`config.mk`:
```
export PLATFORM = sky130hd
export DESIGN_NAME = ysyx_22040088_ifu
export DESIGN_NICKNAME = d
export VERILOG_FILES = /design/src/rtl/ysyx_22040088_ifu.sv
export SDC_FILE = /design/constraint.sdc
export NUM_CORES = 1
export LEC_CHECK = 0
export BUFFER_PORTS_ARGS = -buffer_cell sky130_fd_sc_hd__buf_2
export CORE_AREA = 2 2 142 144
export DETAILED_ROUTE_END_ITERATION = 8
export DIE_AREA = 0 0 144 146
export HOLD_SLACK_MARGIN = 0.05
export PLACE_DENSITY_LB_ADDON = 0.1
export SETUP_SLACK_MARGIN = 0.05
export SKIP_LAST_GASP = 1
export SYNTH_ARGS = -nofsm -noshare
export SYNTH_HDL_FRONTEND = slang
export SYNTH_SLANG_ARGS = --single-unit
```
`constraint.sdc`:
```
create_clock -name clk -period 2.77 [get_ports clk]
set_clock_uncertainty 0.2 [all_clocks]
set_input_delay 0.1385 -clock clk [delete_from_list [all_inputs] [get_ports clk]]
set_output_delay 0.1385 -clock clk [all_outputs]
set_load 0.1 [all_outputs]
```
`src/rtl/ysyx_22040088_ifu.sv`:
```
// Instruction-fetch stage: owns the PC, fetches one word at a time from instruction
// memory and hands {pc, inst} to decode; execute-side redirects discard stale fetches.
module ysyx_22040088_ifu #(
    parameter logic [63:0] RESET_PC = 64'h0000_0000_8000_0000
) (
    input  logic        clk,
    input  logic        rst,
    output logic        imem_req_valid,
    input  logic        imem_req_ready,
    output logic [63:0] imem_addr,
    input  logic        imem_resp_valid,
    input  logic [31:0] imem_resp_data,
    output logic        if_valid,
    input  logic        if_ready,
    output logic [63:0] if_pc,
    output logic [31:0] if_inst,
    input  logic        redirect_valid,
    input  logic [63:0] redirect_pc,
    output logic        if_misalign
);

    typedef enum logic [1:0] {
        S_REQ  = 2'd0,
        S_WAIT = 2'd1,
        S_HOLD = 2'd2
    } state_t;

    state_t      state;
    state_t      state_next;
    logic [63:0] pc;
    logic [63:0] pc_next;
    logic        drop;
    logic        drop_next;
    logic        misalign;
    logic        capture;
    logic        req_fire;

    assign imem_req_valid = (state == S_REQ) && !misalign && !rst;
    assign imem_addr      = pc;
    assign if_valid       = (state == S_HOLD);
    assign if_misalign    = misalign;
    assign req_fire       = imem_req_valid && imem_req_ready;

    always_ff @(posedge clk) begin
        if (rst) begin
            state    <= S_REQ;
            pc       <= RESET_PC;
            drop     <= 1'b0;
            misalign <= 1'b0;
            if_pc    <= 64'h0;
            if_inst  <= 32'h0;
        end else begin
            state    <= state_next;
            pc       <= pc_next;
            drop     <= drop_next;
            misalign <= (pc_next[1:0] != 2'b00);
            if (capture) begin
                if_pc   <= pc;
                if_inst <= imem_resp_data;
            end
        end
    end

    // Redirect always wins; a fetch already accepted by memory must still be drained.
    always_comb begin
        state_next = state;
        pc_next    = pc;
        drop_next  = drop;
        capture    = 1'b0;
        case (state)
            S_REQ: begin
                if (redirect_valid) begin
                    pc_next = redirect_pc;
                end
                if (req_fire) begin
                    state_next = S_WAIT;
                    if (redirect_valid) begin
                        drop_next = 1'b1;
                    end
                end
            end
            S_WAIT: begin
                if (redirect_valid) begin
                    pc_next = redirect_pc;
                    if (imem_resp_valid) begin
                        drop_next  = 1'b0;
                        state_next = S_REQ;
                    end else begin
                        drop_next = 1'b1;
                    end
                end else if (imem_resp_valid) begin
                    drop_next = 1'b0;
                    if (drop) begin
                        state_next = S_REQ;
                    end else begin
                        capture    = 1'b1;
                        state_next = S_HOLD;
                    end
                end
            end
            S_HOLD: begin
                if (redirect_valid) begin
                    pc_next    = redirect_pc;
                    state_next = S_REQ;
                end else if (if_ready) begin
                    pc_next    = pc + 64'd4;
                    state_next = S_REQ;
                end
            end
            default: begin
                state_next = S_REQ;
            end
        endcase
    end

endmodule

```
==> results of run 1 <==
## sequential cells by signal, indices dropped and copies added (netlist names)
signal and cells:
drop 1, if_inst 32, state 2, if_pc 64, imem_addr 64, if_misalign 1
## cells in the mapped netlist, types with 4 or more instances
cell / n / share of area, %
nand2_1: 265 / 13
dfxtp_1: 164 / 43
a21oi_1: 138 / 8.9
clkbuf_1: 68 / 3.3
nor2_1: 61 / 3.0
o21ai_0: 42 / 2.7
nand3_1: 39 / 2.5
nand4_1: 23 / 1.9
a31oi_1: 19 / 1.5
nor3_1: 18 / 1.2
and3_1: 17 / 1.4
a22oi_1: 14 / 1.4
and4_1: 13 / 1.5
nor4_1: 9 / 0.73
a21o_1: 8 / 0.78
a32o_1: 8 / 1.0
and2_1: 8 / 0.65
inv_1: 8 / 0.39
or3_1: 8 / 0.65
buf_2: 6 / 0.39
o22ai_1: 6 / 0.49
a211oi_1: 5 / 0.49
mux2i_1: 5 / 0.65
o31ai_1: 5 / 0.49
a22o_1: 4 / 0.45
buf_1: 4 / 0.19
nand4b_1: 4 / 0.45
nor2b_1: 4 / 0.32
## per-layer routing
| layer | track usage (%) | routed length, um | vias up |
|---|---|---|---|
| met5 | 0 | 0 | - |
| met4 | 7.75 | 459 | 0 |
| met3 | 4.28 | 1840 | 27 |
| met2 | 41.3 | 13000 | 312 |
| met1 | 36.5 | 12600 | 4148 |
| li1 | - | - | 4323 |
## final cells by class
class | instances | area (um^2)
Inverter | 8 | 30.0
Clock inverter | 14 | 194
Sequential cell | 164 | 3340
Tap cell | 265 | 332
Clock buffer | 18 | 439
Fill cell | 1848 | 8280
Multi-Input combinational cell | 776 | 4080
Timing Repair Buffer | 400 | 2640
## kinds of logic after synthesis
group | synth area share (%)
and+or+nand+nor | 30.1
AOI/OAI and AO/OA | 21.1
DFF | 42.5
buffers and inverters | 4.98
muxes | 0.940
xor gates and xnor gates | 0.227
adders and majority gates | 0.162
## worst paths after layout
kind,start,endpoint,slack [ps]
max reg2reg,imem_addr[2]$_SDFFE_PP0P_,imem_addr[24]$_SDFFE_PP0P_,280
max,imem_addr[2]$_SDFFE_PP0P_,imem_addr[24]$_SDFFE_PP0P_,280
min,imem_req_ready,drop$_SDFFE_PP0P_,70
min reg2reg,if_pc[49]$_SDFFE_PP0P_,if_pc[49]$_SDFFE_PP0P_,250
## worst min-delay path, delay by kind of cell
family                 cells  cell delay [ps]
AO/OA/AOI/OAI              2              270
buffers and inverters      1               80
AND/OR/NAND/NOR            1              180
## layout by cell type (no fill, tap or decap), types with 4 or more instances in the layout
cell and n:
nand3_1 39, or3_1 8, a211oi_1 5, and3_1 17, dlygate4sd3_1 102, o21ai_0 42
nand4b_1 4, nor3_1 18, and4_1 13, mux2i_1 5, nand2_1 265, buf_4 32
dfxtp_2 44, clkbuf_16 17, and2_1 8, nor4_4 4, a31oi_1 19, inv_1 8
nor2b_1 4, a22o_1 4, nor2_1 61, a22oi_1 14, o22ai_1 6, dfxtp_1 119
a32o_1 8, nand4_1 23, clkinv_4 4, o31ai_1 5, buf_2 263, nor4_1 7
a21oi_1 138, a21o_1 8
## metrics by stage
step | total power, W | instances | worst slack, ps | instance area, um^2 | hold WS [ps]
after floorplan | 0.00328 | 1032 | 64.8 | 7790 | 47.0
after global placement | 0.00353 | 1511 | 389 | 9400 | 143
after detailed placement | 0.00353 | 1511 | 303 | 9400 | 153
after CTS | 0.00617 | 1645 | 319 | 11100 | 63.3
after global routing | 0.00637 | 1645 | 116 | 11100 | 110
final | 0.00614 | 1645 | 281 | 11100 | 71.7
## power groups by stage
stage | clock network (W) | logic, W | registers [W]
3_5_place_dp | 0 | 0.000931 | 0.00260
5_1_grt | 0.00270 | 0.00110 | 0.00256
4_1_cts | 0.00258 | 0.00105 | 0.00254
2_1_floorplan | 0 | 0.000246 | 0.00303
3_3_place_gp | 0 | 0.000933 | 0.00259
6_report | 0.00255 | 0.00105 | 0.00254
==> impl_metrics.toml, run 1 <==
[synth]
yosysUniqueCellTypes = 61
ys_ff_latch = 164
syn_area_mm2 = 0.00772
synth_area_per_cell_um2 = 7.48
async_reset_ff_share_pct = 0
synth_ff_type = "dfxtp_1"
synth_warnings = 0
synth-edff-count = 0
synth_nets = 1135
ys_seq_area_share_pct = 42.5
syn_inst = 1032

[sta]
hold_violations = 0
fin_setup_tns_ps = 0
fin_crit_sh_pct = 89.8
period_minus_slack_ps = 2490
fmax_mhz = 402
tightest_slew_ps = 1100
slew_headroom_pct = 26.4
setup_viol = 0
rsz0062_at_grt = "false"
drv_slew = 0

[floorplanning]
ioPinCount = 265
die_area_mm2 = 0.0210
row_count = 51
coreArea_mm2 = 0.0193
die_y_um = 146
die_w_um = 144
initial_core_util_pct = 39.9

[clock_network]
cts_hold_buffers = 102
post-cts-setup-buffers = 0
clockBufferDepth = 2
tritoncts = "yes"
cts_resized = 0
tritoncts.num_buffers = 17
clk_pin_slew_worst_paths_ps = 60
cts_sinks = 164
clockRootBuffer = "clkbuf_16"
h-tree-depth = 4
clock_latency_ps = 440

[placed_design]
port_buffers = 264
hpwl_um = 18500
place.gp.congestion = 0.858

[critical_path]
crit_buf_inv = 1
path_class = "reg -> reg"
end_kind = "flop"
crit_family = "simple AND/OR/NAND/NOR gates"
critPathArrivalTime_ps = 2590
worstPathCellList = "ha_1, nand3_2, nor4_2, buf_4, mux2_2, a222oi_1, nor2_1"
max_stage_delay_ps = 380
crit_cells = 7
critPathMaxFanout = 11
reg2regPathDepth = 7
critPathLaunchType = "flop"
required_ps = 2870
cpMaxStageDelayCell = "dfxtp_2"

[global_route]
grt_max_degree = 114
grt-ovfl-total = 0
track_usage_pct = 26.1
grt_pass1_wl_um = 43900
antenna_found_initial = 0
grt_pass1_vias = 8215

[worst_hold_path]
whs_path_depth = 4
min_path_type = "in -> reg"

[power]
switching_share_pct = 31.6
pwr-share-clk_pct = 41.5
power_leakage_nw = 4.66
power.share.sequential_pct = 41.4
p_int_w = 0.00420
p_comb_share_pct = 17.1
p_per_area_mw_per_mm2 = 555
power.switching_w = 0.00194
peakVddDrop_uv = 461

[routing]
drc = 0
wirelength_um = 27900
drt_iter0_markers = 747
routed_via_density = 5.36
vias = 8810
wire_per_inst_um = 16.9
ant_nets = 0
first_pass_iters = 6

[final_layout]
area_growth_pct = 43.2
final_layout_size_suffix_gt1_share_pct = 28.6
fin_util_pct = 57.2
antenna_cells = 0
num-nets-final = 1470

[run_status]
status = "completed"

[run]
drv_cap = 0
Power figures use the tool's default switching activity.
==> run 2: changes to the inputs <==
--- a/config.mk
+++ b/config.mk
@@ -5,10 +5,10 @@
 export SDC_FILE = /design/constraint.sdc
 export NUM_CORES = 1
 export LEC_CHECK = 0
-export BUFFER_PORTS_ARGS = -buffer_cell sky130_fd_sc_hd__buf_2
 export CORE_AREA = 2 2 142 144
 export DETAILED_ROUTE_END_ITERATION = 8
 export DIE_AREA = 0 0 144 146
+export DONT_BUFFER_PORTS = 1
 export HOLD_SLACK_MARGIN = 0.05
 export PLACE_DENSITY_LB_ADDON = 0.1
 export SETUP_SLACK_MARGIN = 0.05
==> impl_metrics.toml, run 2 (synthesis gave the netlist of run 1 again) <==
[placed_design]
place.gp.congestion = 0.858
placed_cells = 1398
hpwl_um = 19000
place_ws_ps = 332
port_buffers = 0

[clock_network]
tritoncts = "yes"
tritoncts.num_buffers = 17
cts_sinks = 164
clk_pin_slew_worst_paths_ps = 80
clockRootBuffer = "clkbuf_16"
h-tree-depth = 4
clock_latency_ps = 430
clockBufferDepth = 2

[power]
switching_share_pct = 33.6
power_leakage_nw = 4.30
peakVddDrop_uv = 458
pwr-share-clk_pct = 40.4
p_per_area_mw_per_mm2 = 545
power.switching_w = 0.00201
p_int_w = 0.00397
p_comb_share_pct = 18.1
power.share.sequential_pct = 41.5

[sta]
hold_violations = 0
fin_setup_tns_ps = 0
setup_viol = 0
tightest_slew_ps = 1050
rsz0062_at_grt = "false"
slew_headroom_pct = 29.9
fin_crit_sh_pct = 91.9
fmax_mhz = 393
setup_slack_ps = 223
period_minus_slack_ps = 2550
drv_slew = 0

[global_route]
met3_usage_pct = 6.35
grt-ovfl-total = 0
gr-usage-met1_pct = 35.3
grt-busiest-layer = "met2"
antenna_found_initial = 3
track_usage_pct = 26.4
use_met2_pct = 42.2
grt_max_degree = 133
grt_pass1_vias = 7903
grt_pass1_wl_um = 44000

[final_layout]
final_layout_size_suffix_gt1_share_pct = 22.6
layout_commonest_cell = "nand2_1"
area_growth_pct = 42.1
final_cell_mix = "nand2_1 (265), buf_4 (183), a21oi_1 (138)"
num-nets-final = 1367
final_cells = 1545
fin_util_pct = 56.7

[critical_path]
r2r_start = "state[0]$_SDFFE_PP0P_"
end_kind = "flop"
reg2regPathDepth = 6
critPathLaunchType = "primary input"
startpoint = "redirect_valid"
critPathArrivalTime_ps = 2670
required_ps = 2890
r2r_end = "if_inst[18]$_SDFFE_PP0P_"
critPathMaxFanout = 49
path_class = "in -> reg"
r2r_slack_ps = 240

[floorplanning]
initial_core_util_pct = 39.9
coreArea_mm2 = 0.0193
die_y_um = 146
die_w_um = 144
ioPinCount = 265
row_count = 51
die_area_mm2 = 0.0210

[routing]
drc = 0
drt_iter0_markers = 581
ant_nets = 0
wirelength_um = 28900
vias = 8469
first_pass_iters = 5
wire_per_inst_um = 18.7
routed_via_density = 5.48

[worst_hold_path]
min_path_type = "in -> reg"
min_to = "imem_addr[6]$_SDFFE_PP0P_"
whs_path_depth = 6
worstHoldStart = "redirect_valid"

[run]
drv_cap = 0

[run_status]
status = "completed"
## run 2: critical path, stage by stage
cell and delay [ps]:
dlygate4sd3_1 610, buf_12 240, nand2b_2 170, buf_4 470, nor2_1 80, a32o_1 270, nand2_1 60, a21oi_1 50
dlygate4sd3_1 550
## run 2: cell type report
type	count	area [um^2]
repair buffers	296	2560
fillers	1887	8370
inverters	8	30.0
flip-flops and latches	164	3340
clock buffers	18	450
well taps	265	332
diodes	3	7.51
multi-input cells	777	4090
clock inverters	14	150
## run 2: power groups by stage
stage | clock, W | sequential, W | combinational (W)
2_1_floorplan | 0 | 0.00303 | 0.000246
3_3_place_gp | 0 | 0.00253 | 0.000908
3_5_place_dp | 0 | 0.00253 | 0.000909
4_1_cts | 0.00246 | 0.00248 | 0.00107
5_1_grt | 0.00256 | 0.00249 | 0.00113
6_report | 0.00241 | 0.00248 | 0.00108
## run 2: repair_timing
action                                  in CTS  in global routing
gates resized for setup                      0                  2
hold buffers                               110                  0
endpoints found under the hold margin      164                  0
endpoints found under the setup margin       0                 20
buffers inserted                             0                  1
## run 2: worst max-delay path by stage
| stage | to | slack, ps |
|---|---|---|
| floorplan | imem_addr[52]$_SDFFE_PP0P_ | 60 |
| global placement | imem_addr[29]$_SDFFE_PP0P_ | 360 |
| detailed placement | imem_addr[63]$_SDFFE_PP0P_ | 330 |
| CTS | if_pc[48]$_SDFFE_PP0P_ | 100 |
| global route | imem_addr[58]$_SDFFE_PP0P_ | 110 |
| finish | imem_addr[11]$_SDFFE_PP0P_ | 220 |
## run 2: metal layers
metal	part of all wire [%]	wire length, um
met2	46	13400
met3	7.7	2240
met4	1.6	466
met1	44	12900
met5	0	0
## run 2: per-stage QoR
step,hold slack (ps),cell area (um^2),power (W)
global route,90.2,11000,0.00617
global placement,22.3,9210,0.00344
floorplan,47.0,7790,0.00328
finish,113,11000,0.00598
CTS,88.9,10900,0.00601
detailed placement,24.8,9210,0.00344
==> run 3: changes to the inputs <==
--- a/config.mk
+++ b/config.mk
@@ -5,6 +5,8 @@
 export SDC_FILE = /design/constraint.sdc
 export NUM_CORES = 1
 export LEC_CHECK = 0
+export CELL_PAD_IN_SITES_DETAIL_PLACEMENT = 1
+export CELL_PAD_IN_SITES_GLOBAL_PLACEMENT = 1
 export CORE_AREA = 2 2 142 144
 export DETAILED_ROUTE_END_ITERATION = 8
 export DIE_AREA = 0 0 144 146
==> impl_metrics.toml, run 3 (synthesis gave the netlist of run 1 again) <==
[sta]
period_minus_slack_ps = 2670
tightest_slew_ps = 968
rsz0062_at_grt = "true"
drv_slew = 0
hold_violations = 0
fin_crit_sh_pct = 96.4
setup_viol = 0
fmax_mhz = 375
slew_headroom_pct = 35.2
setup_slack_ps = 100

[critical_path]
reg2regPathDepth = 8
r2r_slack_ps = 100
end_kind = "flop"
critPathArrivalTime_ps = 2850
critPathMaxFanout = 7
path_class = "reg -> reg"
crit_end = "imem_addr[16]$_SDFFE_PP0P_"
required_ps = 2950
startpoint = "imem_addr[5]$_SDFFE_PP0P_"
r2r_end = "imem_addr[16]$_SDFFE_PP0P_"
r2r_start = "imem_addr[5]$_SDFFE_PP0P_"
critPathLaunchType = "flop"

[floorplanning]
row_count = 51
die_area_mm2 = 0.0210
die_w_um = 144
die_y_um = 146
initial_core_util_pct = 39.9
coreArea_mm2 = 0.0193
ioPinCount = 265

[final_layout]
final_layout_size_suffix_gt1_share_pct = 22.7
num-nets-final = 1369
area_growth_pct = 42.1
antenna_cells = 0
layout_commonest_cell = "nand2_1"
final_cells = 1544
final_cell_mix = "nand2_1 (265), buf_4 (188), a21oi_1 (138)"

[placed_design]
placed_cells = 1402
place_ws_ps = 340
hpwl_um = 20500
place.gp.congestion = 0.854
port_buffers = 0

[routing]
ant_nets = 0
routed_via_density = 5.75
wire_per_inst_um = 21.0
first_pass_iters = 6
wirelength_um = 32300
vias = 8877
drc = 0
drt_iter0_markers = 630

[global_route]
grt_max_degree = 133
grt_pass1_wl_um = 50400
track_usage_pct = 30.4
grt-ovfl-total = 0
antenna_found_initial = 0
grt_pass1_vias = 9218

[power]
peakVddDrop_uv = 390
p_per_area_mw_per_mm2 = 552
power_leakage_nw = 4.31

[clock_network]
h-tree-depth = 4
clock_latency_ps = 440
clockBufferDepth = 2
clk_pin_slew_worst_paths_ps = 70
tritoncts = "yes"
cts_sinks = 164
clockRootBuffer = "clkbuf_16"
post-cts-setup-buffers = 0
tritoncts.num_buffers = 17

[run_status]
status = "completed"

[run]
drv_cap = 0

[worst_hold_path]
min_path_type = "in -> reg"
whs_path_depth = 2
## run 3: worst min-delay path by stage
stage | from | end
after floorplan | redirect_pc[38] | imem_addr[38]$_SDFFE_PP0P_
after global placement | rst | imem_addr[4]$_SDFFE_PP0P_
after detailed placement | rst | if_pc[4]$_SDFFE_PP0P_
after CTS | rst | imem_addr[17]$_SDFFE_PP0P_
after global routing | rst | if_pc[17]$_SDFFE_PP0P_
final | rst | imem_addr[21]$_SDFFE_PP0P_
## run 3: layout make-up
cell class,instances,area (um^2)
Tap cell,265,332
Fill cell,2365,8370
Clock buffer,17,425
Clock inverter,15,189
Inverter,8,30.0
Timing Repair Buffer,299,2560
Sequential cell,164,3340
Multi-Input combinational cell,776,4090
## run 3: timing repair
item / 4_1_cts / 5_1_grt
resized for setup: 0 / 2
hold buffers: 110 / 0
hold endpoints to repair: 164 / 0
endpoints found under the setup margin: 0 / 2
## run 3: routing by layer
metal  track usage, %  vias up  part of all wire [%]
met5                0        -                     0
met3             6.52       48                   6.9
met4             8.48        0                   2.0
li1                 -     4115                     -
met1             37.6     4374                    42
met2             52.9      340                    49
## run 3: power by group
group	switching (W)	total (W)	internal (W)
registers	0.0000540	0.00248	0.00243
logic	0.000814	0.00109	0.000278
clock network	0.00117	0.00247	0.00131
## run 3: critical path, stage by stage (launching register included)
cell and delay, ps:
dfxtp_2 330, and3_1 310, nand3_2 230, buf_4 220, or2_2 330, o31ai_1 230, a22oi_1 120, nor2_1 100
dlygate4sd3_1 540
## run 3: through the flow
step	hold WS (ps)	utilization (%)	TNS [ps]	instance area, um^2	total power, W
3_5_place_dp	18.9	47.7	0	9220	0.00345
6_report	107	56.7	0	11000	0.00605
3_3_place_gp	16.6	47.7	0	9220	0.00344
5_1_grt	98.1	56.7	-34.2	11000	0.00626
2_1_floorplan	47.0	-	0	7790	0.00328
4_1_cts	86.9	56.7	0	11000	0.00608
